`config.mk`:
```
export PLATFORM = sky130hd
export DESIGN_NAME = sequenciador_calc
export DESIGN_NICKNAME = d
export VERILOG_FILES = /design/src/rtl/sequenciador_calc.sv
export SDC_FILE = /design/constraint.sdc
export NUM_CORES = 1
export LEC_CHECK = 0
export ABC_CLOCK_PERIOD_IN_PS = 1600
export BUFFER_PORTS_ARGS = -buffer_cell sky130_fd_sc_hd__buf_4
export CAP_MARGIN = 0
export CELL_PAD_IN_SITES_DETAIL_PLACEMENT = 0
export CELL_PAD_IN_SITES_GLOBAL_PLACEMENT = 1
export CORE_MARGIN = 2
export CORE_UTILIZATION = 37
export CTS_CLUSTER_SIZE = 12
export DETAILED_ROUTE_END_ITERATION = 12
export PLACE_DENSITY_LB_ADDON = 0.1
export SLEW_MARGIN = 15
export SYNTH_ARGS = -nofsm -noshare
export SYNTH_HDL_FRONTEND = slang
export SYNTH_SLANG_ARGS = --single-unit
```
`constraint.sdc`:
```
create_clock -name clk -period 1.6 [get_ports clk]
set_clock_uncertainty 0.05 [all_clocks]
set_input_delay 0.24 -clock clk [delete_from_list [all_inputs] [get_ports clk]]
set_output_delay 0.24 -clock clk [all_outputs]
set_load 0.005 [all_outputs]
```
`src/rtl/sequenciador_calc.sv`:
```
// Command sequencer for the 4-bit accumulator calculator: owns X, Y, Z and the
// sticky overflow flag, and runs each accepted command through IDLE -> EXEC -> DONE.
module sequenciador_calc #(
  parameter int WIDTH = 4,
  parameter int OPW   = 3
) (
  input  logic             clk,
  input  logic             rst_n,
  input  logic             cmd_valid,
  output logic             cmd_ready,
  input  logic [OPW-1:0]   cmd_op,
  input  logic [WIDTH-1:0] cmd_a,
  output logic [WIDTH-1:0] acc,
  output logic [WIDTH-1:0] disp,
  output logic             disp_stb,
  output logic             overflow,
  output logic             done,
  output logic             err
);

  typedef enum logic [1:0] {
    IDLE = 2'd0,
    EXEC = 2'd1,
    DONE = 2'd2
  } state_t;

  localparam logic [OPW-1:0] OP_CLEAR = OPW'(0);
  localparam logic [OPW-1:0] OP_LOAD  = OPW'(1);
  localparam logic [OPW-1:0] OP_HOLD  = OPW'(2);
  localparam logic [OPW-1:0] OP_ADD   = OPW'(3);
  localparam logic [OPW-1:0] OP_DIV2  = OPW'(4);
  localparam logic [OPW-1:0] OP_DISP  = OPW'(5);

  state_t           state, state_nxt;
  logic [OPW-1:0]   op_q;
  logic [WIDTH-1:0] a_q;
  logic [WIDTH-1:0] x_q, y_q, z_q;
  logic             ovf_q;
  logic [WIDTH:0]   sum;

  // Unsigned add keeping the carry in the top bit.
  function automatic logic [WIDTH:0] add_carry(input logic [WIDTH-1:0] p,
                                               input logic [WIDTH-1:0] q);
    return {1'b0, p} + {1'b0, q};
  endfunction

  assign sum = add_carry(y_q, x_q);

  always_ff @(posedge clk or negedge rst_n) begin
    if (!rst_n) state <= IDLE;
    else        state <= state_nxt;
  end

  always_comb begin
    state_nxt = state;
    case (state)
      IDLE:    if (cmd_valid) state_nxt = EXEC;
      EXEC:    state_nxt = DONE;
      DONE:    state_nxt = IDLE;
      default: state_nxt = IDLE;
    endcase
  end

  always_comb begin
    cmd_ready = (state == IDLE);
    done      = (state == DONE);
    err       = (state == DONE) && (op_q > OP_DISP);
    disp_stb  = (state == DONE) && (op_q == OP_DISP);
  end

  // Command capture at the accept edge; the cmd inputs are not looked at again.
  always_ff @(posedge clk or negedge rst_n) begin
    if (!rst_n) begin
      op_q <= '0;
      a_q  <= '0;
    end else if (state == IDLE && cmd_valid) begin
      op_q <= cmd_op;
      a_q  <= cmd_a;
    end
  end

  // Results are committed only on the edge that ends EXEC.
  always_ff @(posedge clk or negedge rst_n) begin
    if (!rst_n) begin
      x_q   <= '0;
      y_q   <= '0;
      z_q   <= '0;
      ovf_q <= 1'b0;
    end else if (state == EXEC) begin
      case (op_q)
        OP_CLEAR: begin
          x_q   <= '0;
          y_q   <= '0;
          z_q   <= '0;
          ovf_q <= 1'b0;
        end
        OP_LOAD: x_q <= a_q;
        OP_HOLD: ;
        OP_ADD: begin
          y_q   <= sum[WIDTH-1:0];
          ovf_q <= ovf_q | sum[WIDTH];
        end
        OP_DIV2: y_q <= y_q >> 1;
        OP_DISP: z_q <= y_q;
        default: ;
      endcase
    end
  end

  assign acc      = y_q;
  assign disp     = z_q;
  assign overflow = ovf_q;

endmodule

```
==> metrics, run 1 <==
status completed; worst vdd ir 0.821 mV; full die area 3420 um2; Ant. Diodes 0; Netlist cell types 32; Max-slew headroom 79.8%; Final HPWL DP 1.58 mm; CTS tree built; top cells by area, synth dfrtp_1, nand2_1, mux2_2; clock slew seen by the registers of the worst setup and hold paths 0.12 ns; routed len/inst 13.1 um; antenna violations before repair 0; startpoint types register; Worst Max-Slew Pin Slew 0.303 ns; Cell Chain, Critical Path ha_2 > inv_2 > fa_1 > inv_1 > a221oi_2 > a21oi_1; synthesized flop and latch total 22; clock sink total 22; Syn Inst Count 103; cell area after layout 1390 um2; CTS Buf Count 3; Setup CP Type register to register; First DRT Iteration DRCs 5; unrepaired setup endpoints after global routing true; Syn Std Cell Area 1100 um2; ratio of cells with drive above 1 in the final layout 37.8%; DRT Wirelength 2.18 mm; post-synthesis sequential area ratio 50.2%; Worst Setup EP acc[1]; Main synth FF type dfrtp_1; largest net degree at the start of global routing 23; worst skew pair latency 0.31 ns; drt drc 0; CP max-delay cell fa_1; vias after detailed routing 841; Max Buffers Root-to-Sink 2; gpl congestion 0.705; Avg Cell Area, Syn 10.7 um2; reg2reg path depth 6; Die Y 58.5 um; Setup violations, final 0; top cells by count, synth dfrtp_1, nand2_1, inv_1, mux2_2, o21ai_1; post-placement cell area 1300 um2; Cell Rows 19; number of enable flip-flop cells after synthesis 0; FF-to-FF Start acc[0]; Hold Violations, Final 0; Final nets 151; Core ar. 2780 um2; DRT antenna net count 0; Max Freq 639 MHz; Starting Density 39.5%; Root Driver clkbuf_4; global-route wire length before repair 3.62 mm; # fillers 272; fin cells 166; critical path peak fanout 2; Synthesized Nets 118; max incr delay on CP 0.46 ns; flop-to-flop setup slack 0.04 ns; drt via density 5.07; pre-CTS setup slack 0.0241 ns; worst min-delay path class input pin to register; Die Width 58.5 um; Tmin final 1.56 ns; PortBufs 22; Final WS setup 0.0360 ns; top-level I/O count 23; final slew viol count 0; YS warnings 0; asr flop ratio synth 100%; Final Core Density 50.1%; htree depth 1; Worst Path Arrival 1.72 ns; number of max-cap violations 0; crit path capture type register; DRT Pass-1 Iters 3; grt total ovfl 0; Synth area leader dfrtp_1; RR Endpoint acc[1]; Cells after DPL 156; vias in the first global route 814; Pwr per Cell Area 1430 nW/um2; area delta synth->final 26.9%; Worst Setup SP acc[0]; Final Cycle Share 97.7%; All-Layer GR Usage 14.0%; worst path required time 1.75 ns; top-area cell type share of the netlist area 50.2%; Pleak 0.000692 uW
==> metal layers <==
layer  vias up  part of all wire [%]  global-route usage [%]
met5         -                     0                       0
li1        420                     -                       -
met2        18                    43                    21.8
met1       399                    52                    19.4
met3         4                   3.7                    2.64
met4         0                   1.5                    4.98
==> how the worst min path moves through the flow <==
stage | from | to | slack, ns | depth (start not counted)
after global routing | cmd_a[3] | a_q[3] | 0.09 | 2
after global placement | rst_n | state[0] | 0.09 | 1
after detailed placement | rst_n | state[0] | 0.1 | 1
after CTS | cmd_op[0] | op_q[0] | 0.08 | 3
final | cmd_op[0] | op_q[0] | 0.08 | 3
after floorplan | rst_n | a_q[0] | -0.11 | 0
==> worst max-delay path: cells and delay by family, from the launching register on <==
family,cells,cell delay (ns)
fa+ha+maj,2,0.65
flops,1,0.38
buf+inv,2,0.08
compound gates,2,0.30
==> final cells by class <==
cell class                      count  area (um2)  area share, %
Sequential cell                    22         552           39.6
Multi-Input combinational cell     71         504           36.2
Timing Repair Buffer               31         235           16.9
Tap cell                           31        38.8           2.79
Clock buffer                        4        36.3           2.61
Inverter                            7        26.3           1.89
==> placed cells by master (no fill, tap or decap), types with 2 or more instances in the layout <==
master    synthesis  routed
ha_1              4       3
inv_1             6       5
o21ai_1           5       5
nand2_1          22      22
mux2_2            6       6
nor2_1            3       3
o21ai_0           4       4
a32oi_1           4       4
clkbuf_4          0       3
a21o_1            2       2
dfrtp_1          22      21
inv_2             1       2
a21oi_1           3       3
buf_4             1      30
a22oi_1           2       2
==> registers in the layout (all words and copies together), names as in the netlist <==
name and flops:
a_q 4, acc 4, disp 4, x_q 4, op_q 3, state 2, overflow 1
==> cell families (layout without fill, tap and decap cells) <==
kind of cell               count (synthesis)  count (layout)  synth area share (%)
adders and majority gates                  5               5                  6.39
muxes                                      6               6                  6.16
AOI/OAI and AO/OA                         24              24                  15.8
buffers and inverters                     10              42                  4.56
and+or+nand+nor                           34              34                  15.3
xor gates and xnor gates                   2               2                  1.60
DFF                                       22              22                  50.2
==> repair_timing <==
action	4_1_cts	5_1_grt
pin swaps	0	1
buffers inserted	1	4
resized for setup	0	4
hold buffers	1	0
hold endpoints to repair	22	0
endpoints found under the setup margin	1	4
==> where the power goes <==
group | switching, uW | total (uW) | internal [uW]
Combinational | 350 | 770 | 420
Clock | 171 | 310 | 139
Sequential | 179 | 915 | 736
Total | 699 | 1990 | 1300
==> per-stage QoR <==
stage          TNS, ns  power [uW]  hold slack, ns
2_1_floorplan        0        1350          -0.106
3_3_place_gp         0        1630          0.0949
3_5_place_dp         0        1650          0.0994
4_1_cts              0        1970          0.0823
5_1_grt        -0.0845        2170          0.0872
6_report             0        1990          0.0840
No activity file was read; power rests on OpenSTA's default activity.
==> inputs of run 2 (changes only) <==
--- a/config.mk
+++ b/config.mk
@@ -8,13 +8,11 @@
 export ABC_CLOCK_PERIOD_IN_PS = 1600
 export BUFFER_PORTS_ARGS = -buffer_cell sky130_fd_sc_hd__buf_4
 export CAP_MARGIN = 0
-export CELL_PAD_IN_SITES_DETAIL_PLACEMENT = 0
-export CELL_PAD_IN_SITES_GLOBAL_PLACEMENT = 1
 export CORE_MARGIN = 2
-export CORE_UTILIZATION = 37
+export CORE_UTILIZATION = 47
 export CTS_CLUSTER_SIZE = 12
 export DETAILED_ROUTE_END_ITERATION = 12
-export PLACE_DENSITY_LB_ADDON = 0.1
+export PLACE_DENSITY_LB_ADDON = 0.2
 export SLEW_MARGIN = 15
 export SYNTH_ARGS = -nofsm -noshare
 export SYNTH_HDL_FRONTEND = slang
==> run 2 against run 1 <==
  * Core utilization is 11 points higher
  * Register-to-register slack hardly changed
  * Design area is 3.5% lower
  * Highest routed layer unchanged
  * Clock power is 21% lower
==> metrics, run 2 (same netlist as run 1, synthesis figures left out) <==
status completed; vias after detailed routing 816 (-3.0%); post-placement cell area 1290 um2 (-0.87%); grt total ovfl 0 (unchanged); Pwr per Cell Area 1420 nW/um2 (-1.1%); clock sink total 22 (unchanged); Hold Path Stages 3 (unchanged); Core ar. 2210 um2 (-20%); ratio of cells with drive above 1 in the final layout 34.6% (-3.2 points); DRT Wirelength 2.14 mm (-1.8%); met2 wire len 1.03 mm (+9.7%); cell area after layout 1340 um2 (-3.5%); Final Cycle Share 97.9% (+0.19 points); Psw 682 uW (-2.4%); Max Buffers Root-to-Sink 2 (unchanged); antenna violations before repair 0 (unchanged); aggregate negative setup slack 0 ns (unchanged); top-level I/O count 23 (unchanged); fin cells 158 (-4.8%); worst vdd ir 0.777 mV (-5.4%); Clock Power Share 12.9% (-2.6 points); Int Pwr 1220 uW (-5.7%); htree depth 1 (unchanged); Final WS setup 0.0330 ns (-0.00304 ns); Hold Violations, Final 0 (unchanged); Final nets 147 (-2.6%); Top Metal Used met4; Pleak 0.000664 uW (-4.1%); All-Layer GR Usage 18.1% (+4.2 points); Cell Rows 17 (-2); Worst Max-Slew Pin Slew 0.420 ns (+0.117 ns); area delta synth->final 22.5%; worst skew pair latency 0.30 ns (about the same); Max Freq 638 MHz (-0.19%); Die Y 52.3 um (-11%); met1 WL 1.01 mm (-10%); Root Driver clkbuf_4; Die Width 52.3 um (-11%); met3 routed WL 82 um (+1.2%); unrepaired setup endpoints after global routing true; clock slew seen by the registers of the worst setup and hold paths 0.11 ns (about the same); Max-slew headroom 71.9% (-7.9 points); drt drc 0 (unchanged); CTS Buf Count 3 (unchanged); full die area 2740 um2 (-20%); worst path required time 1.74 ns (about the same); pre-CTS setup slack 0.0378 ns (+0.0137 ns); Cells after DPL 152 (-2.6%); crit path capture type register; Setup CP Type register to register; number of max-cap violations 0 (unchanged); Final HPWL DP 1.58 mm (+0.16%); DRT Pass-1 Iters 5 (+2); vias in the first global route 740 (-9.1%); Ant. Diodes 0 (unchanged); sequential power share 47.6% (+1.7 points); Tmin final 1.57 ns (+0.00304 ns); commonest non-fill, non-tap cell in the layout buf_4; PortBufs 22 (unchanged); startpoint types register; Setup violations, final 0 (unchanged); First DRT Iteration DRCs 14 (+9); Starting Density 49.6% (+10 points); CTS tree built; Comb power frac 39.4% (+0.8 points); Worst Path Arrival 1.71 ns (about the same); gpl congestion 0.808 (+15%); largest net degree at the start of global routing 23 (unchanged); critical path peak fanout 2 (unchanged); most frequent cells in the layout buf_4, nand2_1, dfrtp_1, o21ai_1, mux2_2; reg2reg path depth 6 (unchanged); final slew viol count 0 (unchanged); worst min-delay path class input pin to register; DRT antenna net count 0 (unchanged); drt via density 5.16 (+1.9%); routed len/inst 13.5 um (+3.2%); global-route wire length before repair 3.55 mm (-1.9%); Sw Share 35.8% (+0.77 points)
-- run 2: changes by cell type in the layout (fill, tap and decap cells not counted), sizes merged --
cell,previous run,this run
buf,30,26
clkbuf,4,3
-- run 2: routing by layer --
layer / GRT usage (%) / up-vias
li1: - / 409
met1: 25.1 / 387
met2: 27.1 / 18
met3: 3.43 / 2
met4: 8.97 / 0
met5: 0 / -
-- run 2: layout make-up --
cell class | instances | area, um2
timing repair buffer | 27 | 205
fill | 192 | 868
sequential | 22 | 551
clock buffer | 3 | 22.5
inverter | 7 | 26.3
tap | 28 | 35.0
multi-input combinational | 71 | 504
-- run 2: path summary, 6_finish.rpt --
check | startpoint | endpoint | slack, ns
max | acc[0] | acc[1] | 0.03
min | cmd_op[0] | op_q[0] | 0.08
max reg2reg | acc[0] | acc[1] | 0.03
min reg2reg | x_q[3] | x_q[3] | 0.47
max in group asynchronous | rst_n | a_q[1] | 0.98
min in group asynchronous | rst_n | acc[2] | 0.29
-- run 2: power by group through the flow --
stage | sequential, uW | clock, uW | combinational, uW
after global placement | 913 | 0 | 696
final | 907 | 246 | 751
after CTS | 908 | 263 | 729
after global routing | 937 | 278 | 842
after floorplan | 879 | 0 | 468
after detailed placement | 924 | 0 | 719
-- run 2: repair_timing --
action	in CTS	in global routing
resized for setup	0	4
hold buffers	1	0
setup endpoints to repair	1	4
hold endpoints to repair	22	0
buffers inserted	1	1
-- run 2: metrics by stage --
step	utilization, %	total power [uW]	hold WS (ns)
6_report	60.7	1900	0.0836
5_1_grt	60.7	2060	0.0795
4_1_cts	60.1	1900	0.0714
3_5_place_dp	58.3	1640	0.0966
3_3_place_gp	58.3	1610	0.0957
2_1_floorplan	-	1350	-0.106
-- run 2: worst max-delay path, stage by stage, from the launching register on --
cell and delay [ns]:
dfrtp_1 0.38, ha_2 0.19, inv_2 0.04, fa_1 0.47, inv_1 0.05, a221oi_2 0.23, a21oi_1 0.06
==> inputs of run 3 (changes only) <==
--- a/config.mk
+++ b/config.mk
@@ -7,7 +7,7 @@
 export LEC_CHECK = 0
 export ABC_CLOCK_PERIOD_IN_PS = 1600
 export BUFFER_PORTS_ARGS = -buffer_cell sky130_fd_sc_hd__buf_4
-export CAP_MARGIN = 0
+export CAP_MARGIN = 20
 export CORE_MARGIN = 2
 export CORE_UTILIZATION = 47
 export CTS_CLUSTER_SIZE = 12
==> constraint.sdc (replaced) <==
create_clock -name clk -period 1.6 [get_ports clk]
set_clock_uncertainty 0.05 [all_clocks]
set_input_delay 0.24 -clock clk [delete_from_list [all_inputs] [get_ports clk]]
set_output_delay 0.24 -clock clk [all_outputs]
set_load 0.05 [all_outputs]
==> run 3 against run 2 <==
  * The run now ends with negative setup slack left
  * Design area grew 6.4%
  * Clock-buffer cell count increased by 1
  * Critical path depth down 2
  * Highest routed layer unchanged
==> metrics, run 3 (same netlist as run 1, synthesis figures left out) <==
status complete, but fails checks; failing checks negative setup slack; full die area 2740 um2 (unchanged); All-Layer GR Usage 19.8% (+1.6 points); Setup violations, final 2 (+2); drt via density 5.23 (+1.2%); max incr delay on CP 0.42 ns (-0.05 ns); critical path peak fanout 3 (+1); Pwr per Cell Area 1670 nW/um2 (+18%); Tmin final 1.63 ns (+0.0628 ns); crit path capture type output pin; Cell Chain, Critical Path and2b_2 > nand2_2 > nor3_4 > buf_6; top-level I/O count 23 (unchanged); Worst Max-Slew Pin Slew 0.301 ns (-0.119 ns); clock sink total 22 (unchanged); Max-slew headroom 79.9% (+8.0 points); largest net degree at the start of global routing 23 (unchanged); area delta synth->final 30.3%; number of max-cap violations 0 (unchanged); startpoint types register; DRT Wirelength 2.29 mm (+7.0%); WHS Endpoint a_q[1]; drt drc 0 (unchanged); Max Buffers Root-to-Sink 2 (unchanged); Max Freq 614 MHz (-3.9%); cell family with most CP delay simple AND/OR/NAND/NOR gates; DRT antenna net count 0 (unchanged); Pleak 0.000695 uW (+4.7%); Final WS setup -0.0298 ns (-0.0628 ns); # fillers 182 (-5.2%); FF-to-FF Start acc[0]; global-route wire length before repair 3.76 mm (+5.8%); ratio of cells with drive above 1 in the final layout 43.7% (+9.1 points); Final nets 151 (+2.7%); unrepaired setup endpoints after global routing true; final slew viol count 0 (unchanged); First DRT Iteration DRCs 6 (-8); antenna violations before repair 0 (unchanged); flop-to-flop setup slack 0.01 ns (-0.02 ns); clock slew seen by the registers of the worst setup and hold paths 0.12 ns (about the same); CP max-delay cell dfrtp_2; worst path required time 1.31 ns (-0.43 ns); vias after detailed routing 852 (+4.4%); grt total ovfl 0 (unchanged); WP buf/inv 1 (-1); commonest non-fill, non-tap cell in the layout buf_4; CTS Buf Count 3 (unchanged); PortBufs 22 (unchanged); Setup CP Type register to output pin; Ant. Diodes 0 (unchanged); Hold Path Stages 2 (-1); Die Y 52.3 um (unchanged); CTS tree built; Hold Violations, Final 0 (unchanged); Final Core Density 64.6% (+3.9 points); routed len/inst 14.0 um (+3.7%); Die Width 52.3 um (unchanged); most frequent cells in the layout buf_4, nand2_1, dfrtp_1, mux2_2, o21ai_1; RR Endpoint acc[1]; vias in the first global route 824 (+11%); reg2reg path depth 6 (unchanged); worst skew pair latency 0.31 ns (about the same); hold slack 0.0955 ns (+0.0119 ns); Root Driver clkbuf_4; gpl congestion 0.840 (+3.9%); htree depth 1 (unchanged); Core ar. 2210 um2 (unchanged); worst min-delay path class input pin to register; Worst Path Arrival 1.34 ns (-0.37 ns); Cell Rows 17 (unchanged); total power 2380 uW (+25%); hold path start cmd_a[1]; Final Cycle Share 102% (+3.9 points); DRT Pass-1 Iters 4 (-1); Starting Density 49.6% (unchanged); Final HPWL DP 1.64 mm (+3.8%); pre-CTS setup slack 0.0242 ns (-0.0137 ns); worst vdd ir 1.44 mV (+85%)
## run 3: cell count changes in the layout (fill, tap and decap cells not counted), moves of 2 or more
cell and change:
buf_6 +2, dfrtp_2 +3, buf_4 +2, dfrtp_1 -3
## run 3: worst max-delay path by stage
stage | start | to | cells past startpoint
2_1_floorplan | acc[0] | acc[1] | 6
3_3_place_gp | x_q[0] | acc[1] | 6
3_5_place_dp | acc[0] | acc[1] | 6
4_1_cts | state[0] | disp_stb | 4
5_1_grt | state[0] | disp_stb | 4
6_report | state[0] | disp_stb | 4
## run 3: repair_timing
| item | in CTS | in global routing |
|---|---|---|
| buffers inserted | 2 | 3 |
| hold buffers | 1 | 0 |
| endpoints found under the hold margin | 22 | 0 |
| pin swaps | 0 | 1 |
| endpoints found under the setup margin | 2 | 5 |
| gates resized for setup | 4 | 3 |
## run 3: metrics by stage
| stage | instances | TNS (ns) | cell area [um2] |
|---|---|---|---|
| final | 163 | -0.0394 | 1430 |
| after global routing | 163 | -0.194 | 1430 |
| after CTS | 160 | -0.0472 | 1410 |
| after detailed placement | 153 | 0 | 1330 |
| after global placement | 153 | 0 | 1330 |
| after floorplan | 103 | -0.200 | 1130 |
## run 3: layout make-up
| cell class | instances | area [um2] | area share, % |
|---|---|---|---|
| clock buffers | 4 | 36.3 | 2.54 |
| inverters | 7 | 26.3 | 1.84 |
| multi-input cells | 71 | 536 | 37.4 |
| flip-flops and latches | 22 | 554 | 38.8 |
| well taps | 28 | 35.0 | 2.45 |
| repair buffers | 31 | 243 | 17.0 |
## run 3: per-layer routing
layer	wire length (um)	up-vias	part of all wire (%)	track usage [%]
met3	99	4	4.3	5.43
met1	1090	411	48	25.7
met5	0	-	0	0
met4	34	0	1.5	8.55
met2	1060	16	46	30.8
li1	-	421	-	-
## run 3: power breakdown
part / total [uW] / switching, uW / internal, uW
sequential: 909 / 171 / 739
combinational: 1170 / 712 / 454
clock: 310 / 171 / 139
## run 3: worst register-to-register path: cells and delay by family (launching register included)
kind | cells | cell delay, ns
buf+inv | 2 | 0.08
compound gates | 2 | 0.28
fa+ha+maj | 2 | 0.67
flops | 1 | 0.41
